==> src/rtl/afe4490_pkg.sv <==
// afe4490_pkg
//   Shared definitions for the AFE4490 register sequencer: register map
//   addresses, CONTROL0 command words, the init table entry type and the
//   power-on init table (timing windows for a 500 Hz PRF plus gain/LED setup),
//   and the sequencer state enum.
//   Used by afe_reg_sequencer.
package afe4490_pkg;

  localparam logic [7:0] CONTROL0      = 8'h00, LED2STC       = 8'h01, LED2ENDC      = 8'h02;
  localparam logic [7:0] LED2LEDSTC    = 8'h03, LED2LEDENDC   = 8'h04, ALED2STC      = 8'h05;
  localparam logic [7:0] ALED2ENDC     = 8'h06, LED1STC       = 8'h07, LED1ENDC      = 8'h08;
  localparam logic [7:0] LED1LEDSTC    = 8'h09, LED1LEDENDC   = 8'h0A, ALED1STC      = 8'h0B;
  localparam logic [7:0] ALED1ENDC     = 8'h0C, LED2CONVST    = 8'h0D, LED2CONVEND   = 8'h0E;
  localparam logic [7:0] ALED2CONVST   = 8'h0F, ALED2CONVEND  = 8'h10, LED1CONVST    = 8'h11;
  localparam logic [7:0] LED1CONVEND   = 8'h12, ALED1CONVST   = 8'h13, ALED1CONVEND  = 8'h14;
  localparam logic [7:0] ADCRSTSTCT0   = 8'h15, ADCRSTENDCT0  = 8'h16, ADCRSTSTCT1   = 8'h17;
  localparam logic [7:0] ADCRSTENDCT1  = 8'h18, ADCRSTSTCT2   = 8'h19, ADCRSTENDCT2  = 8'h1A;
  localparam logic [7:0] ADCRSTSTCT3   = 8'h1B, ADCRSTENDCT3  = 8'h1C, PRPCOUNT      = 8'h1D;
  localparam logic [7:0] CONTROL1      = 8'h1E, TIAGAIN       = 8'h20, TIA_AMB_GAIN  = 8'h21;
  localparam logic [7:0] LEDCNTRL      = 8'h22, CONTROL2      = 8'h23, ALARM         = 8'h29;
  localparam logic [7:0] LED2VAL       = 8'h2A, ALED2VAL      = 8'h2B, LED1VAL       = 8'h2C;
  localparam logic [7:0] ALED1VAL      = 8'h2D, LED2ABSVAL    = 8'h2E, LED1ABSVAL    = 8'h2F;
  localparam logic [7:0] DIAG          = 8'h30;

  localparam logic [23:0] CTRL0_SW_RST   = 24'h000008;
  localparam logic [23:0] CTRL0_SPI_READ = 24'h000001;

  localparam int INIT_LEN = 35;

  typedef struct packed {
    logic [7:0]  addr;
    logic [23:0] data;
  } init_entry_t;

  // Written in this order after the soft reset; timing registers first so the
  // timer engine is fully programmed before CONTROL1 enables it.
  localparam init_entry_t INIT_TABLE [INIT_LEN] = '{
    '{LED2STC,      24'd6050}, '{LED2ENDC,     24'd7998}, '{LED2LEDSTC,   24'd6000},
    '{LED2LEDENDC,  24'd7999}, '{ALED2STC,     24'd50},   '{ALED2ENDC,    24'd1998},
    '{LED1STC,      24'd2050}, '{LED1ENDC,     24'd3998}, '{LED1LEDSTC,   24'd2000},
    '{LED1LEDENDC,  24'd3999}, '{ALED1STC,     24'd4050}, '{ALED1ENDC,    24'd5998},
    '{LED2CONVST,   24'd4},    '{LED2CONVEND,  24'd1999}, '{ALED2CONVST,  24'd2004},
    '{ALED2CONVEND, 24'd3999}, '{LED1CONVST,   24'd4004}, '{LED1CONVEND,  24'd5999},
    '{ALED1CONVST,  24'd6004}, '{ALED1CONVEND, 24'd7999}, '{ADCRSTSTCT0,  24'd0},
    '{ADCRSTENDCT0, 24'd3},    '{ADCRSTSTCT1,  24'd2000}, '{ADCRSTENDCT1, 24'd2003},
    '{ADCRSTSTCT2,  24'd4000}, '{ADCRSTENDCT2, 24'd4003}, '{ADCRSTSTCT3,  24'd6000},
    '{ADCRSTENDCT3, 24'd6003}, '{PRPCOUNT,     24'd7999}, '{CONTROL1,     24'h000107},
    '{TIAGAIN,      24'h000000}, '{TIA_AMB_GAIN, 24'h000001}, '{LEDCNTRL,   24'h011414},
    '{CONTROL2,     24'h000100}, '{ALARM,        24'h000000}
  };

  typedef enum logic [2:0] {
    S_PWRUP, S_SWRST, S_INIT, S_RDEN, S_IDLE, S_READ, S_OUT, S_ERR
  } seq_state_t;

endpackage

==> src/rtl/afe_rdy_sync.sv <==
// afe_rdy_sync
//   Brings the AFE ADC_RDY pin into the i_clk domain through a 2-FF
//   synchroniser and produces a 1-cycle pulse on each rising edge.
// Ports
//   i_clk     system clock
//   i_rst_n   asynchronous active-low reset
//   i_async   raw ADC_RDY pin
//   o_rise    1-cycle pulse per synchronised rising edge
module afe_rdy_sync (
  input  logic i_clk,
  input  logic i_rst_n,
  input  logic i_async,
  output logic o_rise
);

  logic [2:0] sync_q;

  // Bits 0/1 are the metastability stages; bit 2 is the delayed copy for edge detect.
  always_ff @(posedge i_clk or negedge i_rst_n) begin
    if (!i_rst_n) begin
      sync_q <= '0;
    end else begin
      sync_q <= {sync_q[1:0], i_async};
    end
  end

  assign o_rise = sync_q[1] & ~sync_q[2];

endmodule

==> src/rtl/afe_reg_sequencer.sv <==
// afe_reg_sequencer
//   Drives the AFE4490 SPI master: power-up wait, soft reset, init table,
//   SPI readout enable, then one read burst per ADC_RDY rising edge, presented
//   as a single sample bundle with a 1-cycle o_sample_valid.
// Optional feature macro: AFE_ABSVAL_EN (adds LED2ABSVAL/LED1ABSVAL reads and
//   the o_led2_abs/o_led1_abs ports).
// Ports
//   i_clk, i_rst_n            clock, asynchronous active-low reset
//   i_reinit                  sync restart pulse, same effect as reset
//   i_adc_rdy                 asynchronous ADC_RDY pin
//   o_spi_dv/addr/wr_data/rd_wr  request to SPI master (1=read)
//   i_spi_done/i_spi_rd_data  completion pulse and read data
//   o_init_done               readout enabled
//   o_sample_valid            1-cycle pulse, sample outputs updated
//   o_led2/o_aled2/o_led1/o_aled1  raw 24-bit register values
//   o_overrun, o_error        sticky flags
module afe_reg_sequencer
  import afe4490_pkg::*;
#(
  parameter int unsigned PWRUP_CYCLES   = 1000,
  parameter int unsigned TIMEOUT_CYCLES = 4096
) (
  input  logic        i_clk,
  input  logic        i_rst_n,
  input  logic        i_reinit,
  input  logic        i_adc_rdy,
  output logic        o_spi_dv,
  output logic [7:0]  o_spi_addr,
  output logic [23:0] o_spi_wr_data,
  output logic        o_spi_rd_wr,
  input  logic        i_spi_done,
  input  logic [23:0] i_spi_rd_data,
  output logic        o_init_done,
  output logic        o_sample_valid,
  output logic [23:0] o_led2,
  output logic [23:0] o_aled2,
  output logic [23:0] o_led1,
  output logic [23:0] o_aled1,
`ifdef AFE_ABSVAL_EN
  output logic [23:0] o_led2_abs,
  output logic [23:0] o_led1_abs,
`endif
  output logic        o_overrun,
  output logic        o_error
);

`ifdef AFE_ABSVAL_EN
  localparam int RD_LEN = 6;
`else
  localparam int RD_LEN = 4;
`endif
  localparam int RD_W   = $clog2(RD_LEN);
  localparam int INIT_W = $clog2(INIT_LEN);
  localparam int PWR_W  = $clog2(PWRUP_CYCLES + 1);
  localparam int TMO_W  = $clog2(TIMEOUT_CYCLES + 1);

  localparam logic [RD_W-1:0]   RD_LAST   = RD_W'(RD_LEN - 1);
  localparam logic [INIT_W-1:0] INIT_LAST = INIT_W'(INIT_LEN - 1);
  localparam logic [PWR_W-1:0]  PWR_LAST  = PWR_W'(PWRUP_CYCLES - 1);
  localparam logic [TMO_W-1:0]  TMO_LAST  = TMO_W'(TIMEOUT_CYCLES - 1);

  seq_state_t        state;
  logic [PWR_W-1:0]  pwr_cnt;
  logic [TMO_W-1:0]  tmo_cnt;
  logic [INIT_W-1:0] init_idx;
  logic [INIT_W-1:0] init_nxt;
  logic [RD_W-1:0]   rd_idx;
  logic [RD_W-1:0]   rd_nxt;
  init_entry_t       init_nxt_entry;
  logic [23:0]       shadow [RD_LEN];
  logic              rdy_rise;

  afe_rdy_sync u_rdy_sync (
    .i_clk   (i_clk),
    .i_rst_n (i_rst_n),
    .i_async (i_adc_rdy),
    .o_rise  (rdy_rise)
  );

  // Lookahead into the table so the next write can be launched on the same
  // edge that accepts the current done.
  always_comb begin
    init_nxt       = init_idx + INIT_W'(1);
    rd_nxt         = rd_idx + RD_W'(1);
    init_nxt_entry = '0;
    if (init_nxt < INIT_W'(INIT_LEN)) begin
      init_nxt_entry = INIT_TABLE[init_nxt];
    end
  end

  // Launching an op restarts the per-op timeout; addr/data stay registered
  // until the next launch so they remain stable through the wait for done.
  task automatic issue_op(input logic [7:0] addr, input logic [23:0] data, input logic rd);
    o_spi_dv      <= 1'b1;
    o_spi_addr    <= addr;
    o_spi_wr_data <= data;
    o_spi_rd_wr   <= rd;
    tmo_cnt       <= '0;
  endtask

  task automatic clear_all();
    state          <= S_PWRUP;
    pwr_cnt        <= '0;
    tmo_cnt        <= '0;
    init_idx       <= '0;
    rd_idx         <= '0;
    for (int i = 0; i < RD_LEN; i++) shadow[i] <= '0;
    o_spi_dv       <= 1'b0;
    o_spi_addr     <= '0;
    o_spi_wr_data  <= '0;
    o_spi_rd_wr    <= 1'b0;
    o_init_done    <= 1'b0;
    o_sample_valid <= 1'b0;
    o_led2         <= '0;
    o_aled2        <= '0;
    o_led1         <= '0;
    o_aled1        <= '0;
`ifdef AFE_ABSVAL_EN
    o_led2_abs     <= '0;
    o_led1_abs     <= '0;
`endif
    o_overrun      <= 1'b0;
    o_error        <= 1'b0;
  endtask

  // Main sequencer. Every SPI-issuing state is always waiting on exactly one
  // outstanding op, so done handling and timeout are shared across them.
  // A done seen in any other state (e.g. after i_reinit) is simply ignored.
  always_ff @(posedge i_clk or negedge i_rst_n) begin
    if (!i_rst_n) begin
      clear_all();
    end else if (i_reinit) begin
      clear_all();
    end else begin
      o_spi_dv       <= 1'b0;
      o_sample_valid <= 1'b0;
      if (rdy_rise && (state == S_READ || state == S_OUT)) begin
        o_overrun <= 1'b1;
      end
      unique case (state)
        S_PWRUP: begin
          if (pwr_cnt == PWR_LAST) begin
            state <= S_SWRST;
            issue_op(CONTROL0, CTRL0_SW_RST, 1'b0);
          end else begin
            pwr_cnt <= pwr_cnt + PWR_W'(1);
          end
        end
        S_SWRST, S_INIT, S_RDEN, S_READ: begin
          if (i_spi_done) begin
            case (state)
              S_SWRST: begin
                state    <= S_INIT;
                init_idx <= '0;
                issue_op(INIT_TABLE[0].addr, INIT_TABLE[0].data, 1'b0);
              end
              S_INIT: begin
                if (init_idx == INIT_LAST) begin
                  state <= S_RDEN;
                  issue_op(CONTROL0, CTRL0_SPI_READ, 1'b0);
                end else begin
                  init_idx <= init_nxt;
                  issue_op(init_nxt_entry.addr, init_nxt_entry.data, 1'b0);
                end
              end
              S_RDEN: begin
                o_init_done <= 1'b1;
                state       <= S_IDLE;
              end
              default: begin
                shadow[rd_idx] <= i_spi_rd_data;
                if (rd_idx == RD_LAST) begin
                  state <= S_OUT;
                end else begin
                  rd_idx <= rd_nxt;
                  issue_op(LED2VAL + 8'(rd_nxt), '0, 1'b1);
                end
              end
            endcase
          end else if (tmo_cnt == TMO_LAST) begin
            o_error <= 1'b1;
            state   <= S_ERR;
          end else begin
            tmo_cnt <= tmo_cnt + TMO_W'(1);
          end
        end
        S_IDLE: begin
          if (rdy_rise) begin
            state  <= S_READ;
            rd_idx <= '0;
            issue_op(LED2VAL, '0, 1'b1);
          end
        end
        S_OUT: begin
          o_led2         <= shadow[0];
          o_aled2        <= shadow[1];
          o_led1         <= shadow[2];
          o_aled1        <= shadow[3];
`ifdef AFE_ABSVAL_EN
          o_led2_abs     <= shadow[4];
          o_led1_abs     <= shadow[5];
`endif
          o_sample_valid <= 1'b1;
          state          <= S_IDLE;
        end
        S_ERR: begin
        end
      endcase
    end
  end

endmodule

==> config.mk <==
export PLATFORM = sky130hd
export DESIGN_NAME = afe_reg_sequencer
export DESIGN_NICKNAME = d
export VERILOG_FILES = /design/src/rtl/afe4490_pkg.sv /design/src/rtl/afe_rdy_sync.sv /design/src/rtl/afe_reg_sequencer.sv
export SDC_FILE = /design/constraint.sdc
export NUM_CORES = 1
export LEC_CHECK = 0
export ABC_CLOCK_PERIOD_IN_PS = 2760
export CORE_UTILIZATION = 45
export CTS_BUF_LIST = sky130_fd_sc_hd__clkbuf_16
export CTS_CLUSTER_DIAMETER = 120
export DETAILED_ROUTE_END_ITERATION = 8
export GPL_TIMING_DRIVEN = 0
export PLACE_DENSITY = 0.68
export SYNTH_ARGS = -nofsm -noshare
export SYNTH_HDL_FRONTEND = slang
export SYNTH_HIERARCHICAL = 1
export SYNTH_SLANG_ARGS = --single-unit
==> constraint.sdc <==
create_clock -name i_clk -period 2.76 [get_ports i_clk]
set_input_delay 0.828 -clock i_clk [delete_from_list [all_inputs] [get_ports i_clk]]
set_output_delay 0.828 -clock i_clk [all_outputs]
set_load 0.005 [all_outputs]
==> out/results.ini, run 1 <==
[power]
p_per_area_mw_per_mm2 = 620
max-vdd-ir-drop_mv = 0.438
power_w = 0.00882
p_leak_nw = 6.24

[setup_path]
startpoint_type = flip-flop
critPathCaptureType = flip-flop
path_class = reg2reg
arrival_ns = 3.07
cp_max_fo = 10
required_ns = 3.18
r2r_cells = 9

[clock_network]
cts_tree = yes
clockBufferDepth = 3
clk_latency_ns = 0.54
numCtsBuffers = 27
ctsRootBufferMaster = clkbuf_16
cts_sinks = 255
clkTransAtPathRegs_ns = 0.06
htree_levels = 1

[floorplan]
die_y_um = 160
die-area_mm2 = 0.0257
initial_utilization = 0.460
die_w_um = 160
ios = 163
fp-row-count = 57
core-area_mm2 = 0.0245

[detailed_routing]
wl_per_cell_um = 18.9
initialDrtViolationCount = 782
wl_met1_um = 14800
wl_met3_um = 1670
ant_nets = 0
num_vias = 9277
wl_met2_um = 13800
drcViolationCount = 0
drt_wl_total_um = 31200
highest_layer = met4
dr.pass1.iters = 7
vias_per_cell = 5.62

[synthesis]
synthCells = 1115
syn_area_mm2 = 0.0113
ys_warn_count = 6
synthArstFlopShare = 1.00
synth_area_leaders = dfrtp_1, nand2_1, a22o_1
synth_edf_count = 0
yosys-top-cells-count = dfrtp_1, nand2_1, a21oi_1, a22o_1, clkbuf_1
synth_top_area_share = 0.567
synth_ff_type = dfrtp_1
yosysMostFrequentCell = dfrtp_1
synth_seq_cells = 255
avgSynthCellArea_um2 = 10.1
yosysTopAreaCell = dfrtp_1
yosysUniqueCellTypes = 66
yosysSeqAreaShare = 0.567

[grt]
grt_max_degree = 101
grt_pass1_wl_um = 49900
antenna_found_initial = 0
grt_pass1_vias = 8841
grt-ovfl-total = 0
grt_use_total = 0.245

[timing]
skew_ns = 0.0129
final-hold-violation-count = 0
slew_headroom = 0.476
worstMarginPinSlew_ns = 0.780
fin_crit_ns = 2.65
fmax_mhz = 377
setup_slack_ns = 0.106
finalSetupViolations = 0
fin_crit_sh = 0.962
finalSetupTns_ns = 0
rsz0062_at_grt = yes
slew_viol_final = 0

[placement]
detailed_place_hpwl_um = 22100
pre_cts_slack_ns = -0.623
place.gp.congestion = 0.880
portBuffers = 149
placed_cell_area_mm2 = 0.0133

[layout]
post-route-cell-area_mm2 = 0.0142
fillerInstances = 2136
drive_gt1_frac = 0.0890
area.growth.synth_to_final_pct = 26.3
final_util = 0.581
diodes = 0
finish.net_count = 1353

[min_path]
hp-class = in2async

[run_status]
status = complete, no violations

[flow_run]
drv_cap = 0

==> layout by cell type, fill, tap and decap left out, drive strengths merged, types with 10 or more instances in the layout <==
master / netlist / final
dfrtp: 255 / 255
nand2: 249 / 249
clkdlybuf4s50: 0 / 148
a21oi: 127 / 127
a22o: 100 / 100
clkbuf: 53 / 80
buf: 42 / 47
nor2: 41 / 41
o21ai: 35 / 35
inv: 13 / 16
ha: 16 / 16
nand3: 14 / 14
and3: 13 / 13
conb: 1 / 12
xor2: 11 / 11
clkinv: 0 / 11
a31oi: 10 / 10
nand4: 10 / 10
==> worst paths after layout <==
path,end,slack (ns),from
setup / recovery,o_spi_addr[3]$_DFFE_PN0P_,0.11,init_idx[0]$_DFFE_PN0P_
hold / removal,tmo_cnt[10]$_DFFE_PN0P_,0.20,i_rst_n
setup reg to reg,o_spi_addr[3]$_DFFE_PN0P_,0.11,init_idx[0]$_DFFE_PN0P_
hold reg to reg,u_rdy_sync/sync_q[1]$_DFF_PN0_,0.35,u_rdy_sync/sync_q[0]$_DFF_PN0_
max in group asynchronous,o_aled1[16]$_DFFE_PN0P_,1.25,i_rst_n
min in group i_clk,u_rdy_sync/sync_q[1]$_DFF_PN0_,0.35,u_rdy_sync/sync_q[0]$_DFF_PN0_
==> cell families (layout without fill, tap and decap cells) <==
group	Yosys count	count (layout)	share of synthesized area
flops	255	255	0.567
mux	6	6	0.00644
xor+xnor	19	19	0.0148
other cells	1	12	0.000333
simple gates	377	377	0.148
fa+ha+maj	17	17	0.0187
buf+inv	108	308	0.0437
compound gates	332	332	0.202
==> metrics by stage <==
step                      cells  hold slack [ns]
final                      1650            0.203
after global routing       1650            0.248
after CTS                  1647            0.228
after detailed placement   1601            0.335
after global placement     1599            0.335
after floorplan            1126            0.331
==> state kept, by name (all words and copies together), names as in the netlist, 2 cells and up <==
register / count
tmo_cnt: 13
state: 3
u_rdy_sync/sync_q: 3
o_aled2: 24
o_aled1: 24
o_led1: 24
init_idx: 6
o_spi_wr_data: 14
shadow: 96
o_spi_addr: 6
o_led2: 24
pwr_cnt: 10
rd_idx: 2
==> where the power goes <==
group | switching, W | internal [W] | total [W]
logic | 0.000851 | 0.000514 | 0.00137
clock network | 0.00147 | 0.00205 | 0.00352
registers | 0.0000777 | 0.00385 | 0.00393
total | 0.00240 | 0.00642 | 0.00882
==> cell type report <==
class / instances / area, um2 / share of cell area
Clock buffer: 27 / 676 / 0.0475
Tap cell: 324 / 405 / 0.0285
Inverter: 13 / 52.6 / 0.00370
Multi-Input combinational cell: 763 / 4500 / 0.317
Timing Repair Buffer: 155 / 1580 / 0.111
Sequential cell: 255 / 6380 / 0.449
Clock inverter: 20 / 176 / 0.0124
Buffer: 93 / 445 / 0.0313
==> repair_timing <==
item,4_1_cts,5_1_grt
setup endpoints to repair,79,134
hold buffers,0,0
buffers inserted,0,4
resized for setup,8,21
==> per-layer routing <==
metal / vias up / global-route usage
met4: 0 / 0.0706
met5: - / 0
met3: 59 / 0.0332
met1: 4611 / 0.373
met2: 304 / 0.364
li1: 4303 / -
==> critical path, stage by stage, from the launching register on <==
cell and delay (ns):
dfrtp_1 0.41, buf_2 0.29, clkinvlp_4 0.26, buf_4 0.20
ha_1 0.30, clkbuf_2 0.28, nand2_1 0.17, a21oi_1 0.18
o31ai_1 0.13, a221o_1 0.33
(Power assumes the default switching activity.)
==> run 2, diff against run 1 <==
RECOVER_POWER = 50   (was not set)
==> run 2 against run 1 <==
The flow now finishes with violations (capacitance limit, slew limit). Power decreased by 0.15%. Global-route usage stayed put. Fmax increased by 0.15%. Largest power group unchanged. Setup slack improved by 0.0041 ns. Sequential power about the same. Hold slack improved by 0.14 ns. Largest cell class unchanged. Sequential share of layout area up 0.055 points. Flip-flop and latch count unchanged. First-iteration DRC count is 4.6% lower. Clock power is essentially flat. Non-clock buffer count unchanged. Die area did not move.
==> out/results.ini, run 2 (same netlist as run 1, synthesis figures left out) <==
[run_status]
status = complete, but fails checks
violations = capacitance limit, slew limit

[placement]
placed_cell_area_mm2 = 0.0133
detailed_place_hpwl_um = 22100
portBuffers = 149
placed_cells = 1601
pre_cts_slack_ns = -0.623
place.gp.congestion = 0.880

[layout]
finish.net_count = 1353
regArea_mm2 = 0.00638
layout_commonest_cell = dfrtp_1
diodes = 0
largest_reg_flops = 96
layout.cells.non_filler = 1650
post-route-cell-area_mm2 = 0.0142
drive_gt1_frac = 0.0890
largest_register = shadow
fillerInstances = 2139
final_util = 0.581
multi_input_area_mm2 = 0.00450
layout_common_cells = dfrtp_1, nand2_1, a21oi_1
area.growth.synth_to_final_pct = 26.1

[timing]
fmax_mhz = 377
slew_headroom = -0.0252
setup_slack_ns = 0.110
final-hold-violation-count = 0
rsz0062_at_grt = yes
finalSetupViolations = 0
worstMarginPinSlew_ns = 1.54
skew_ns = 0.0141
fin_crit_ns = 2.65
slew_viol_final = 58
fin_crit_sh = 0.960

[grt]
grt_max_degree = 101
grt_use_total = 0.245
grt_pass1_vias = 8841
grt_util_met2 = 0.364
antenna_found_initial = 0
grt-ovfl-total = 0
top_usage_layer = met1
met3_usage = 0.0332
use_met1 = 0.373
grt_pass1_wl_um = 49900

[clock_network]
cts_sinks = 255
clk_latency_ns = 0.54
numCtsBuffers = 27
clockBufferDepth = 3
clkTransAtPathRegs_ns = 0.06
htree_levels = 1
ctsRootBufferMaster = clkbuf_16
cts_tree = yes

[floorplan]
die-area_mm2 = 0.0257
die_w_um = 160
core-area_mm2 = 0.0245
ios = 163
die_y_um = 160
fp-row-count = 57
initial_utilization = 0.460

[setup_path]
cp_common_cell = nand2_1
r2r_cells = 10
slowest_stage = dlygate4sd3_1
path_class = in2reg
slowest_delay_ns = 0.63
critPathCaptureType = flip-flop
r2r-end = o_spi_wr_data[0]$_DFFE_PN0P_
required_ns = 3.21
crit_buf_inv = 4
cpLargestDelayFamily = buffers and inverters
startpoint_type = input port
r2r_slack_ns = 0.13
arrival_ns = 3.10
reg2reg_from = init_idx[0]$_DFFE_PN0P_
cp_max_fo = 10
crit_path_cell_trace = dlygate4sd3_1, clkbuf_2, nand2_1, nor2_4, and2_0, clkbuf_1, buf_2, nand2_1, a21oi_1

[min_path]
min_from = u_rdy_sync/sync_q[0]$_DFF_PN0_
hp-class = reg2reg
hold_path_end = u_rdy_sync/sync_q[1]$_DFF_PN0_
min_path_cells = 0

[power]
p_per_area_mw_per_mm2 = 620
p_leak_nw = 6.42
max-vdd-ir-drop_mv = 0.438

[flow_run]
drv_cap = 1

[detailed_routing]
drcViolationCount = 0
initialDrtViolationCount = 746
vias_per_cell = 5.64
wl_per_cell_um = 19.0
ant_nets = 0
num_vias = 9307
drt_wl_total_um = 31300
dr.pass1.iters = 5

run 2: cell type report:
type / instances / share of cell area
plain buffers: 93 / 0.0314
repair buffers: 155 / 0.110
clock buffers: 27 / 0.0476
clock inverters: 20 / 0.0124
flip-flops and latches: 255 / 0.449
multi-input cells: 763 / 0.317
well taps: 324 / 0.0285
inverters: 13 / 0.00370
run 2: per-layer routing:
| layer | part of all wire | wire length (um) |
|---|---|---|
| met1 | 0.48 | 14900 |
| met2 | 0.44 | 13800 |
| met3 | 0.054 | 1700 |
| met4 | 0.026 | 813 |
| met5 | 0 | 0 |
run 2: worst max-delay path by stage:
stage                                                to                     from  cells after the start  slack, ns
after floorplan                    state[0]$_DFFE_PN0P_  init_idx[0]$_DFFE_PN0P_                      9       0.31
after detailed placement         shadow[49]$_DFFE_PN0P_               i_spi_done                      9      -0.62
after global routing               state[0]$_DFFE_PN0P_  init_idx[0]$_DFFE_PN0P_                      9      -0.09
after CTS                 o_spi_wr_data[10]$_DFFE_PN0P_  init_idx[0]$_DFFE_PN0P_                      9      -0.08
after global placement           o_led1[19]$_DFFE_PN0P_                  i_rst_n                      1     -10.00
final                            shadow[49]$_DFFE_PN0P_               i_spi_done                      9       0.11
run 2: worst register-to-register path, cell delays in order, from the launching register on:
cell,delay (ns)
dfrtp_1,0.42
buf_2,0.29
clkinvlp_4,0.25
ha_1,0.27
clkbuf_1,0.27
mux2i_1,0.22
nor2_1,0.06
a311oi_1,0.21
o21ai_0,0.12
a21oi_1,0.28
o21ai_0,0.11
run 2: power by group:
| part | total (W) | switching, W | internal (W) | leakage, nW |
|---|---|---|---|---|
| Combinational | 0.00135 | 0.000849 | 0.000496 | 2.45 |
| Clock | 0.00353 | 0.00148 | 0.00205 | 0.425 |
| Sequential | 0.00393 | 0.0000765 | 0.00385 | 3.55 |
| Total | 0.00880 | 0.00241 | 0.00640 | 6.42 |
run 2: what timing repair did:
item | 4_1_cts | 5_1_grt
setup buffers | 0 | 4
gates cloned | 0 | 0
hold endpoints to repair | 0 | 0
gates resized for setup | 8 | 21
hold buffers | 0 | 0
endpoints found under the setup margin | 79 | 134
run 2: stage by stage:
stage | hold WS, ns | setup TNS, ns | total power [W]
finish | 0.348 | 0 | 0.00880
global route | 0.352 | -0.239 | 0.00918
CTS | 0.228 | -0.134 | 0.00885
detailed placement | 0.335 | -56.91 | 0.00532
global placement | 0.335 | -2598.23 | 0.00530
floorplan | 0.331 | 0 | 0.00476
